File: config.mk
export PLATFORM = sky130hd
export DESIGN_NAME = reg_file_mp
export DESIGN_NICKNAME = d
export VERILOG_FILES = /design/src/rtl/rf_pkg.sv /design/src/rtl/rf_scoreboard.sv /design/src/rtl/reg_file_mp.sv
export SDC_FILE = /design/constraint.sdc
export NUM_CORES = 1
export LEC_CHECK = 0
export ABC_CLOCK_PERIOD_IN_PS = 7150
export CORE_UTILIZATION = 55
export CTS_BUF_LIST = sky130_fd_sc_hd__clkbuf_16
export CTS_CLUSTER_SIZE = 12
export DETAILED_ROUTE_END_ITERATION = 10
export GPL_TIMING_DRIVEN = 0
export HOLD_SLACK_MARGIN = 0.06
export PLACE_DENSITY = 0.85
export SLEW_MARGIN = 20
export SYNTH_ARGS = -nofsm -noshare
export SYNTH_HDL_FRONTEND = slang
export SYNTH_SLANG_ARGS = --single-unit
File: constraint.sdc
create_clock -name clk -period 7.15 [get_ports clk]
set_clock_uncertainty 0.1 [all_clocks]
set_input_delay 1.7875 -clock clk [delete_from_list [all_inputs] [get_ports clk]]
set_output_delay 1.7875 -clock clk [all_outputs]
set_load 0.01 [all_outputs]
File: src/rtl/rf_pkg.sv
// Shared definitions for the multi-port register file: default geometry,
// the writeback request payload and the depth helper.
package rf_pkg;

   localparam int unsigned DW_DEF = 8;
   localparam int unsigned PW_DEF = 2;
   localparam int unsigned NR_DEF = 3;

   // Writeback request as issued by the ALU / load pipes.
   typedef struct packed {
      logic              en;
      logic [PW_DEF-1:0] addr;
      logic [DW_DEF-1:0] data;
   } wr_req_t;

   function automatic int unsigned rf_depth(input int unsigned pw);
      return 32'(1) << pw;
   endfunction

endpackage

File: src/rtl/rf_scoreboard.sv
// Per-register busy bits for multi-cycle producers: set by lock, cleared by
// writeback, with a new lock overriding a same-cycle completion.
module rf_scoreboard
   import rf_pkg::*;
#(
   parameter int unsigned PW      = PW_DEF,
   parameter int unsigned NR      = NR_DEF,
   parameter bit          ZERO_R0 = 1'b0
) (
   input  logic             clk,
   input  logic             reset,
   input  logic             lock_en,
   input  logic [PW-1:0]    lock_addr,
   input  logic             clr_en0,
   input  logic [PW-1:0]    clr_addr0,
   input  logic             clr_en1,
   input  logic [PW-1:0]    clr_addr1,
   input  logic [NR*PW-1:0] rd_addr,
   output logic [NR-1:0]    busy_out,
   output logic             any_busy
);

   localparam int unsigned DEPTH = rf_depth(PW);

   logic [DEPTH-1:0] busy;
   logic [DEPTH-1:0] busy_nxt;

   // Clears first, then the lock so a new producer wins over a completing one.
   always_comb begin
      busy_nxt = busy;
      if (clr_en0) busy_nxt[clr_addr0] = 1'b0;
      if (clr_en1) busy_nxt[clr_addr1] = 1'b0;
      if (lock_en) busy_nxt[lock_addr] = 1'b1;
      if (ZERO_R0) busy_nxt[0] = 1'b0;
   end

   always_ff @(posedge clk) begin
      if (reset) busy <= '0;
      else       busy <= busy_nxt;
   end

   for (genvar i = 0; i < int'(NR); i++) begin : g_busy
      assign busy_out[i] = busy[rd_addr[i*PW +: PW]];
   end

   assign any_busy = |busy;

endmodule

File: src/rtl/reg_file_mp.sv
// Multi-port register file: two prioritised write ports, NR combinational
// read ports with optional write-through bypass and optional hardwired R0.
module reg_file_mp
   import rf_pkg::*;
#(
   parameter int unsigned DW      = DW_DEF,
   parameter int unsigned PW      = PW_DEF,
   parameter int unsigned NR      = NR_DEF,
   parameter bit          BYPASS  = 1'b1,
   parameter bit          ZERO_R0 = 1'b0
) (
   input  logic             clk,
   input  logic             reset,
   input  logic             wr_en0,
   input  logic [PW-1:0]    wr_addr0,
   input  logic [DW-1:0]    dat_in0,
   input  logic             wr_en1,
   input  logic [PW-1:0]    wr_addr1,
   input  logic [DW-1:0]    dat_in1,
   input  logic             lock_en,
   input  logic [PW-1:0]    lock_addr,
   input  logic [NR*PW-1:0] rd_addr,
   output logic [NR*DW-1:0] dat_out,
   output logic [NR-1:0]    busy_out,
   output logic             any_busy
);

   localparam int unsigned DEPTH = rf_depth(PW);

   logic [DW-1:0] core [DEPTH];
   logic          we0;
   logic          we1;
   logic          lk;

   // With a hardwired R0, traffic to address 0 is simply dropped.
   assign we0 = wr_en0  && !(ZERO_R0 && (wr_addr0  == '0));
   assign we1 = wr_en1  && !(ZERO_R0 && (wr_addr1  == '0));
   assign lk  = lock_en && !(ZERO_R0 && (lock_addr == '0));

   // Port 1 is written last so it wins on an address collision.
   always_ff @(posedge clk) begin
      if (reset) begin
         core <= '{default: '0};
      end else begin
         if (we0) core[wr_addr0] <= dat_in0;
         if (we1) core[wr_addr1] <= dat_in1;
      end
   end

   for (genvar i = 0; i < int'(NR); i++) begin : g_rd
      logic [PW-1:0] ra;
      logic [DW-1:0] rd;

      assign ra = rd_addr[i*PW +: PW];

      always_comb begin
         rd = core[ra];
         if (BYPASS && !reset) begin
            if (we0 && (wr_addr0 == ra)) rd = dat_in0;
            if (we1 && (wr_addr1 == ra)) rd = dat_in1;
         end
         if (ZERO_R0 && (ra == '0)) rd = '0;
      end

      assign dat_out[i*DW +: DW] = rd;
   end

   rf_scoreboard #(
      .PW      (PW),
      .NR      (NR),
      .ZERO_R0 (ZERO_R0)
   ) u_sb (
      .clk       (clk),
      .reset     (reset),
      .lock_en   (lk),
      .lock_addr (lock_addr),
      .clr_en0   (we0),
      .clr_addr0 (wr_addr0),
      .clr_en1   (we1),
      .clr_addr1 (wr_addr1),
      .rd_addr   (rd_addr),
      .busy_out  (busy_out),
      .any_busy  (any_busy)
   );

endmodule
==> summary.md, run 1 <==
| Metric | Value |
|---|---|
| Status | finished, final reports clean |
| Placed cell areas | 3643 sq um |
| Worst Hold Class | flop to flop |
| Post-synth top area share | 23.82% |
| Pre-antenna DRT Iters | 6 |
| Worst vdd ir | 0.1258 mV |
| CP Cell Sequence | clkdlybuf4s50_1 -> buf_2 -> xor2_1 -> nor4b_2 -> nor2_1 -> a221o_1 -> clkdlybuf4s50_1 |
| Bufs and invs on worst path | 3 |
| Placed insts | roughly 450 |
| Post-cts sizing count | 0 |
| Yosys warns | 0 |
| Distinct cells, synth | 32 |
| R2R depth | 2 |
| Crit path largest cell delay | 0.71 ns |
| Max Fanout on Critical Path | 10 |
| Mapped Avg Cell Area | between 9 and 10 sq um |
| Filler cells | ~390 |
| Top_reg_cell synth | dfxtp_1 |
| Top routing layer in use | met4 |
| Vias per inst | about 7.4 |
| CTS tree | yes |
| Nets | roughly 420 |
| Count leader, synth | nor2_1 |
| Register area share after synthesis | a little under a quarter |
| Synthesized instance count | between 300 and 400 |
| Crit start category | primary input |
| Starting density of the core | around three fifths |
| Post-DP HPWL | between 7000 and 8000 um |
| Clk sink count | 36 |
| Core area | approximately 5200 sq um |
| Final hold slack | around 0.42 ns |
| FF+latch area | approximately 720 sq um |
| CP top delay family | buffers and inverters |
| # diodes | 0 |
| Metal2 WL | 4877 um |
| Final setup fails | 0 |
| Slew HR | 45.89% |
| Vias | around 3.4k |
| Flops & latches, synth | 36 |
| Crit path kind | primary input to output port |
| EDFF count, synth | 0 |
| Setup_tns | 0 ns |
| Post-Route WL | ~11000 um |
| Setup slack after layout | approximately 0.50 ns |
| Total track usage | between 30 and 40% |
| Vias in the first global route | ~3.2k |
| WL met1 | ~3700 um |
| Worst slew pin tran | between 0.8 and 0.9 ns |
| Synth area leader | dfxtp_1 |
| Die area | ~5800 sq um |
| CP most frequent cell | clkdlybuf4s50_1 |
| Layout area overhead | 25.81% |
| Drt wl/cell | 23.93 um |
| Pwr Density | around 180 nW/um^2 |
| Global-route wire length before repair | between 15000 and 20000 um |
| Max Cap Viol | 0 |
| RSZ-0062 raised after global routing | false |
| IO Port Bufs | between 50 and 60 |
| Die Wd | about 76 um |
| IO Count | between 60 and 70 |
| Synth top area cells | dfxtp_1, mux4_2, a211oi_1, nor2_1, mux2i_1 |
| Hold path depth | 2 |
| Placement row count | 26 |
| Initial antenna violation count | 0 |
| Root Driver | clkbuf_16 |
| Leakage | ~1.4 nW |
| H-tree depth | 2 |
| Top cells by count, synth | nor2_1, dfxtp_1, a211oi_1, mux4_2, a21oi_1 |
| Area occupied by multi-input gates | approximately 2100 sq um |
| Dpl ws | about 0.63 ns |
| Max-slew violation count | 0 |
| Post-route ant nets | 0 |
| DRC | 0 |
| R2R Setup Slk | 6.12 ns |
| Die Y | around 76 um |
| Critical path depth in cells | 7 |
| Setup Buffers After CTS | 0 |
| Fraction of layout cells with a size suffix above 1 | approximately 16% |
| Crit-path slowest cell | nor4b_2 |
| Post-Layout Cell Count | 456 |
| Period utilization | 92.97% |
| Post-Syn Area | approximately 3000 sq um |
| Grt total ovfl | 0 |
| CTS clk-pin slew, worst paths | ~0.050 ns |
| Skew-Pair Late Insertion Delay | ~0.29 ns |
| Largest net degree at the start of global routing | 12 |
| Final instance area | 3806 sq um |
| Period minus WS final | 6.648 ns |
| Arrival @ worst endpoint | around 4.8 ns |
| 1st-iter DRT viols | 579 |
| Fmax | between 150 and 200 MHz |
| Cts bufs inserted | 5 |
| Async S/R FF share, synth | 0% |
| Met3 WL | around 1700 um |
| CP Capture Type | output port |
| Max clock buf depth | 2 |
| CTS Hold Bufs | 0 |
| Syn Nets | around 360 |
| Critical Path RT | roughly 5.3 ns |
| Routability cong. | 0.9276 |
| Final Hold Vio Count | 0 |
-- layout make-up --
class                      instances  area share, %
timing repair buffer              53          13.94
tap                               70          2.301
sequential                        36          18.93
inverter                          13          1.282
buffer                            30          4.241
multi-input combinational        246          55.03
clock inverter                     3         0.9862
clock buffer                       5          3.287
-- cells by family (layout without fill, tap and decap cells) --
kind of cell	count (synthesis)	in the layout	share of synthesized area, %
compound gates	84	84	20.80
buf+inv	43	104	6.948
flops	36	36	23.82
xor+xnor	12	12	4.219
mux	41	41	24.73
simple gates	109	109	19.48
-- placed cells by master (no fill, tap or decap), drive strengths merged --
master / count
a211oi: 32
a21oi: 21
a221o: 9
a221oi: 9
a32oi: 6
and2: 5
buf: 15
bufinv: 1
clkbuf: 20
clkdlybuf4s50: 53
clkinv: 2
dfxtp: 36
inv: 13
mux2i: 14
mux4: 27
nand2: 1
nand2b: 1
nand3: 6
nand3b: 6
nor2: 57
nor3: 12
nor3b: 4
nor4: 9
nor4b: 3
o2bb2ai: 6
o32a: 1
or3b: 4
or4: 1
xor2: 12
-- sequential cells by signal, indices dropped and copies added (netlist names) --
| register | count |
|---|---|
| core | 32 |
| u_sb.busy | 4 |
-- layer usage --
layer | track usage [%] | vias up
li1 | - | 1390
met1 | 47.92 | 1551
met2 | 58.18 | 339
met3 | 11.14 | 79
met4 | 25.38 | 0
met5 | 4.545 | -
-- power breakdown --
part / switching (mW) / internal (mW)
logic: 0.112 / 0.108
clock network: 0.0893 / 0.162
registers: 0.0127 / 0.214
total: 0.214 / 0.485
-- per-stage QoR --
step | util [%] | total power [mW]
global route | 73.13 | 0.7164
floorplan | - | 0.3516
global placement | 70.00 | 0.4384
detailed placement | 70.00 | 0.4429
finish | 73.13 | 0.6984
CTS | 73.13 | 0.6880
-- worst paths after layout --
path | from | endpoint
max | rd_addr[4] | dat_out[16]
min | u_sb.busy[3] | u_sb.busy[3]
max reg2reg | core[24] | core[24]
min reg2reg | u_sb.busy[3] | u_sb.busy[3]
-- tightest hold or removal path: cells and delay by family (launching register included) --
family,cells,cell delay [ns]
AO/OA/AOI/OAI,1,0.06
flip-flops,1,0.33
AND/OR/NAND/NOR,1,0.08
(Power assumes the default switching activity.)
==> inputs of run 2 (changes only) <==
--- a/config.mk
+++ b/config.mk
@@ -8,11 +8,13 @@
 export ABC_CLOCK_PERIOD_IN_PS = 7150
 export CORE_UTILIZATION = 55
 export CTS_BUF_LIST = sky130_fd_sc_hd__clkbuf_16
+export CTS_CLUSTER_DIAMETER = 100
 export CTS_CLUSTER_SIZE = 12
 export DETAILED_ROUTE_END_ITERATION = 10
 export GPL_TIMING_DRIVEN = 0
 export HOLD_SLACK_MARGIN = 0.06
 export PLACE_DENSITY = 0.85
+export SKIP_CTS_REPAIR_TIMING = 1
 export SLEW_MARGIN = 20
 export SYNTH_ARGS = -nofsm -noshare
 export SYNTH_HDL_FRONTEND = slang
==> constraint.sdc (replaced) <==
create_clock -name clk -period 7.15 [get_ports clk]
set_clock_uncertainty 0.1 [all_clocks]
set_input_delay 1.7875 -clock clk [delete_from_list [all_inputs] [get_ports clk]]
set_output_delay 1.7875 -clock clk [all_outputs]
set_load 0.1 [all_outputs]
==> run 2 against run 1 <==
- first-iteration DRC count fell by 8.3%
- non-clock buffer count did not move
- combinational power rose by 60%
- wire length barely moved
- global-route usage did not move
- cell area rose by 0.26%
- die area did not move
- final cell count did not move
- worst hold slack got worse by 0.0023 ns
- critical endpoint is now dat_out[22]
==> summary.md, run 2 (synthesized netlist as in run 1, its figures left out) <==
| Metric | Value |
|---|---|
| Status | finished, final reports clean |
| # diodes | 0 |
| Max Fanout on Critical Path | 10 |
| H-tree depth | 2 |
| Grt total ovfl | 0 |
| DRC | 0 |
| Die Wd | around 76 um |
| Starting density of the core | between 50% and 60% |
| Power after layout | 828.9 uW |
| Worst vdd ir | roughly 0.15 mV |
| Period utilization | between 90% and 100% |
| Post-route ant nets | 0 |
| Sw Pwr | 345.2 uW |
| Combinational share of power | a little over two fifths |
| Max Cap Viol | 0 |
| Leakage | 1.432 nW |
| Max-slew violation count | 0 |
| Final Hold Vio Count | 0 |
| Setup_tns | 0 ns |
| Drt wl/cell | 23.94 um |
| IO Port Bufs | 53 |
| Routability cong. | between 0.9 and 1 |
| 1st-iter DRT viols | around 530 |
| RSZ-0062 raised after global routing | false |
| Crit path kind | primary input to output port |
| Fmax | 140.1 MHz |
| Slew HR | between 30 and 40% |
| Post-Route WL | around 11000 um |
| Placed cell areas | around 3600 sq um |
| Flop pwr share | a little over a quarter |
| Die Y | roughly 76 um |
| Max clock buf depth | 2 |
| Worst Hold Class | flop to flop |
| Int Power | between 400 and 500 uW |
| Period minus WS final | 7.139 ns |
| Skew-Pair Late Insertion Delay | ~0.28 ns |
| Worst slew pin tran | slightly below 1 ns |
| Vias | 3362 |
| Vias per inst | 7.373 |
| Clock share of power | between 30% and 40% |
| Final setup fails | 0 |
| Placement row count | 26 |
| Critical Path RT | 5.26 ns |
| CTS tree | yes |
| Most flop-heavy register | core |
| Post-Layout Cell Count | around 460 |
| R2R depth | 2 |
| Largest net degree at the start of global routing | 12 |
| Most frequent cells in the layout | nor2_1, clkdlybuf4s50_1, dfxtp_1 |
| Nets | between 400 and 500 |
| Hold path depth | 2 |
| Final instance area | about 3800 sq um |
| Cts bufs inserted | 5 |
| Crit start category | primary input |
| Layout area overhead | 26.14% |
| Max reg flops | 32 |
| Post-DP HPWL | between 7000 and 8000 um |
| Most common cell after layout, fill and taps aside | nor2_1 |
| CP Capture Type | output port |
| Clk sink count | 36 |
| Switching share of power | between 40% and 50% |
| Arrival @ worst endpoint | approximately 5.3 ns |
| Top Registers | core x32, u_sb.busy x4 |
| Core area | approximately 5200 sq um |
| Vias in the first global route | ~3.2k |
| Placed insts | roughly 450 |
| Global-route wire length before repair | around 17000 um |
| Total track usage | ~39% |
| Root Driver | clkbuf_16 |
| Fraction of layout cells with a size suffix above 1 | between 10% and 20% |
| Initial antenna violation count | 0 |
| Pwr Density | between 200 and 250 nW/um^2 |
| Pre-antenna DRT Iters | 5 |
| IO Count | 61 |
| CTS clk-pin slew, worst paths | approximately 0.050 ns |
| Die area | between 5000 and 6000 sq um |
==> run 2: changes by cell type in the layout (fill, tap and decap cells not counted), sizes merged <==
cell | before | now
dlymetal6s2s | 0 | 4
clkdlybuf4s50 | 53 | 49
==> run 2: through the flow <==
step	hold slack, ns	setup slack, ns	util [%]
6_report	0.4142	0.01060	73.32
5_1_grt	0.4468	0.01103	73.32
4_1_cts	0.4159	0.05668	73.13
3_5_place_dp	0.4061	0.07658	70.00
3_3_place_gp	0.3911	0.06944	70.00
2_1_floorplan	0.3717	0.1293	-
==> run 2: path summary, 6_finish.rpt <==
kind                  endpoint  slack, ns    startpoint
hold / removal    u_sb.busy[3]       0.41  u_sb.busy[3]
hold reg to reg   u_sb.busy[3]       0.41  u_sb.busy[3]
setup / recovery   dat_out[22]       0.01    rd_addr[4]
setup reg to reg      core[24]       6.07      core[24]
==> run 2: layout make-up <==
cell class                      instances  area, sq um
Buffer                                 30        161.4
Timing Repair Buffer                   53        540.5
Clock buffer                            5        125.1
Clock inverter                          3        37.54
Fill cell                             390         1389
Tap cell                               70        87.58
Sequential cell                        36        720.7
Inverter                               13        48.80
Multi-Input combinational cell        246         2095
==> run 2: critical path, cell delays in order <==
cell and delay [ns]:
clkdlybuf4s50_1 0.49, buf_2 0.39, xor2_1 0.16, nor4b_2 0.71, and2_4 0.28, buf_6 0.13, a221o_1 0.16, clkdlybuf4s50_1 1.13
==> run 2: power groups by stage <==
stage                     combinational (mW)  sequential, mW  clock, mW
after floorplan                        0.259           0.227          0
after global placement                 0.342           0.229          0
after detailed placement               0.345           0.230          0
after CTS                              0.348           0.226      0.247
after global routing                   0.362           0.229      0.258
final                                  0.353           0.227      0.249
==> run 2: routing by layer <==
| metal | vias to the layer above | global-route usage [%] | wire [um] |
|---|---|---|---|
| li1 | 1389 | - | - |
| met1 | 1543 | 47.92 | 3792 |
| met2 | 336 | 58.18 | 4815 |
| met3 | 94 | 11.14 | 1535 |
| met4 | 0 | 25.38 | 772 |
| met5 | - | 4.545 | 0 |
==> inputs of run 3 (changes only) <==
--- a/config.mk
+++ b/config.mk
@@ -6,6 +6,7 @@
 export NUM_CORES = 1
 export LEC_CHECK = 0
 export ABC_CLOCK_PERIOD_IN_PS = 7150
+export CORE_MARGIN = 2
 export CORE_UTILIZATION = 55
 export CTS_BUF_LIST = sky130_fd_sc_hd__clkbuf_16
 export CTS_CLUSTER_DIAMETER = 100
==> run 3 against run 2 <==
- first-iteration DRC count down 11%
- combinational power is essentially flat
- critical path depth did not move
- critical endpoint is now dat_out[23]
- largest power group unchanged
==> summary.md, run 3 (synthesized netlist as in run 1, its figures left out) <==
| Metric | Value |
|---|---|
| Status | finished, final reports clean |
| Core area | about 5400 sq um |
| Skew-Pair Late Insertion Delay | approximately 0.28 ns |
| Top Registers | core x32, u_sb.busy x4 |
| Worst vdd ir | 0.1313 mV |
| IO Count | 61 |
| Initial antenna violation count | 0 |
| Setup_tns | 0 ns |
| Most flop-heavy register | core |
| Period utilization | 97.90% |
| Post-DP HPWL | 7058 um |
| Total track usage | between 30% and 40% |
| Vias per inst | 7.044 |
| CTS tree | yes |
| H-tree depth | 2 |
| Drt wl/cell | between 20 and 25 um |
| Worst Hold Class | flop to flop |
| Crit start category | primary input |
| CP Capture Type | output port |
| Most frequent cells in the layout | nor2_1, clkdlybuf4s50_1, dfxtp_1 |
| Clk sink count | 36 |
| Final hold slack | between 0.4 and 0.5 ns |
| Filler cells | 429 |
| Starting density of the core | 55.97% |
| Post-route ant nets | 0 |
| IO Port Bufs | 53 |
| Grt total ovfl | 0 |
| Crit path kind | primary input to output port |
| Cts bufs inserted | 5 |
| R2R depth | 2 |
| Die area | 6110 sq um |
| Largest net degree at the start of global routing | 11 |
| Critical Path RT | around 5.3 ns |
| Routability cong. | 0.9477 |
| Final Hold Vio Count | 0 |
| 1st-iter DRT viols | roughly 480 |
| Fmax | 142.9 MHz |
| Root Driver | clkbuf_16 |
| Pre-antenna DRT Iters | 5 |
| Max Fanout on Critical Path | 10 |
| Vias | 3226 |
| Hold path depth | 2 |
| Post-Layout Cell Count | roughly 460 |
| RSZ-0062 raised after global routing | false |
| Max clock buf depth | 2 |
| Arrival @ worst endpoint | 5.11 ns |
| Leakage | about 1.5 nW |
| Period minus WS final | about 7 ns |
| Nets | roughly 420 |
| Placement row count | 27 |
| Final setup fails | 0 |
| Pwr Density | 206.9 nW/um^2 |
| Worst slew pin tran | 0.9882 ns |
| Global-route wire length before repair | approximately 16000 um |
| Die Y | around 78 um |
| Max reg flops | 32 |
| Fraction of layout cells with a size suffix above 1 | ~15% |
| DRC | 0 |
| Placed insts | 450 |
| Max Cap Viol | 0 |
| Post-Route WL | 10560 um |
| CTS clk-pin slew, worst paths | 0.05 ns |
| Most common cell after layout, fill and taps aside | nor2_1 |
| Slew HR | around 34% |
| Max-slew violation count | 0 |
| Die Wd | 78.17 um |
| Vias in the first global route | ~3k |
| Layout area overhead | 25.52% |
| # diodes | 0 |
run 3: cell types whose count changed in the layout (fill, tap and decap cells not counted), sizes merged:
| cell | delta |
|---|---|
| bufinv | -1 |
| dlymetal6s2s | +2 |
| inv | +2 |
| clkdlybuf4s50 | -2 |
| clkinv | -1 |
run 3: layout make-up:
type	count	area (sq um)	share of cell area (%)
multi-input combinational	246	2095	55.16
sequential	36	720.7	18.98
timing repair buffer	53	545.5	14.37
buffer	30	161.4	4.250
clock buffer	5	125.1	3.295
tap	72	90.09	2.372
inverter	13	48.80	1.285
clock inverter	3	11.26	0.2965
run 3: path summary, 6_finish.rpt:
| path | from | endpoint | slack [ns] |
|---|---|---|---|
| worst max-delay path | rd_addr[4] | dat_out[23] | 0.15 |
| worst min-delay path | u_sb.busy[2] | u_sb.busy[2] | 0.41 |
| worst max register to register | core[2] | core[2] | 6.16 |
| worst min register to register | u_sb.busy[2] | u_sb.busy[2] | 0.41 |
run 3: report_power, final:
| part | total [mW] | switching [mW] | internal [mW] |
|---|---|---|---|
| Sequential | 0.227 | 0.0124 | 0.214 |
| Clock | 0.209 | 0.0834 | 0.125 |
| Combinational | 0.350 | 0.243 | 0.107 |
run 3: critical path: stages:
cell and delay [ns]:
clkdlybuf4s50_1 0.50, buf_2 0.38, xor2_1 0.17, nor4b_2 0.59
and2_4 0.26, buf_6 0.13, a221o_1 0.17, clkdlybuf4s50_1 1.13
run 3: routing by layer:
metal | track usage (%) | up-vias | share of wire [%]
li1 | - | 1384 | -
met1 | 46.54 | 1512 | 37
met2 | 56.38 | 272 | 46
met3 | 7.471 | 58 | 13
met4 | 16.84 | 0 | 4.9
met5 | 0 | - | 0
run 3: metrics by stage:
step                instance area (sq um)  total power, mW  worst slack [ns]  utilization [%]
finish                               3797           0.7857            0.1501            70.25
global route                         3797           0.8047          0.003972            70.25
CTS                                  3782           0.7794           0.05155            69.98
detailed placement                   3646           0.5742           0.06000            67.45
global placement                     3646           0.5706            0.1298            67.45
floorplan                            3025           0.4855            0.1293                -
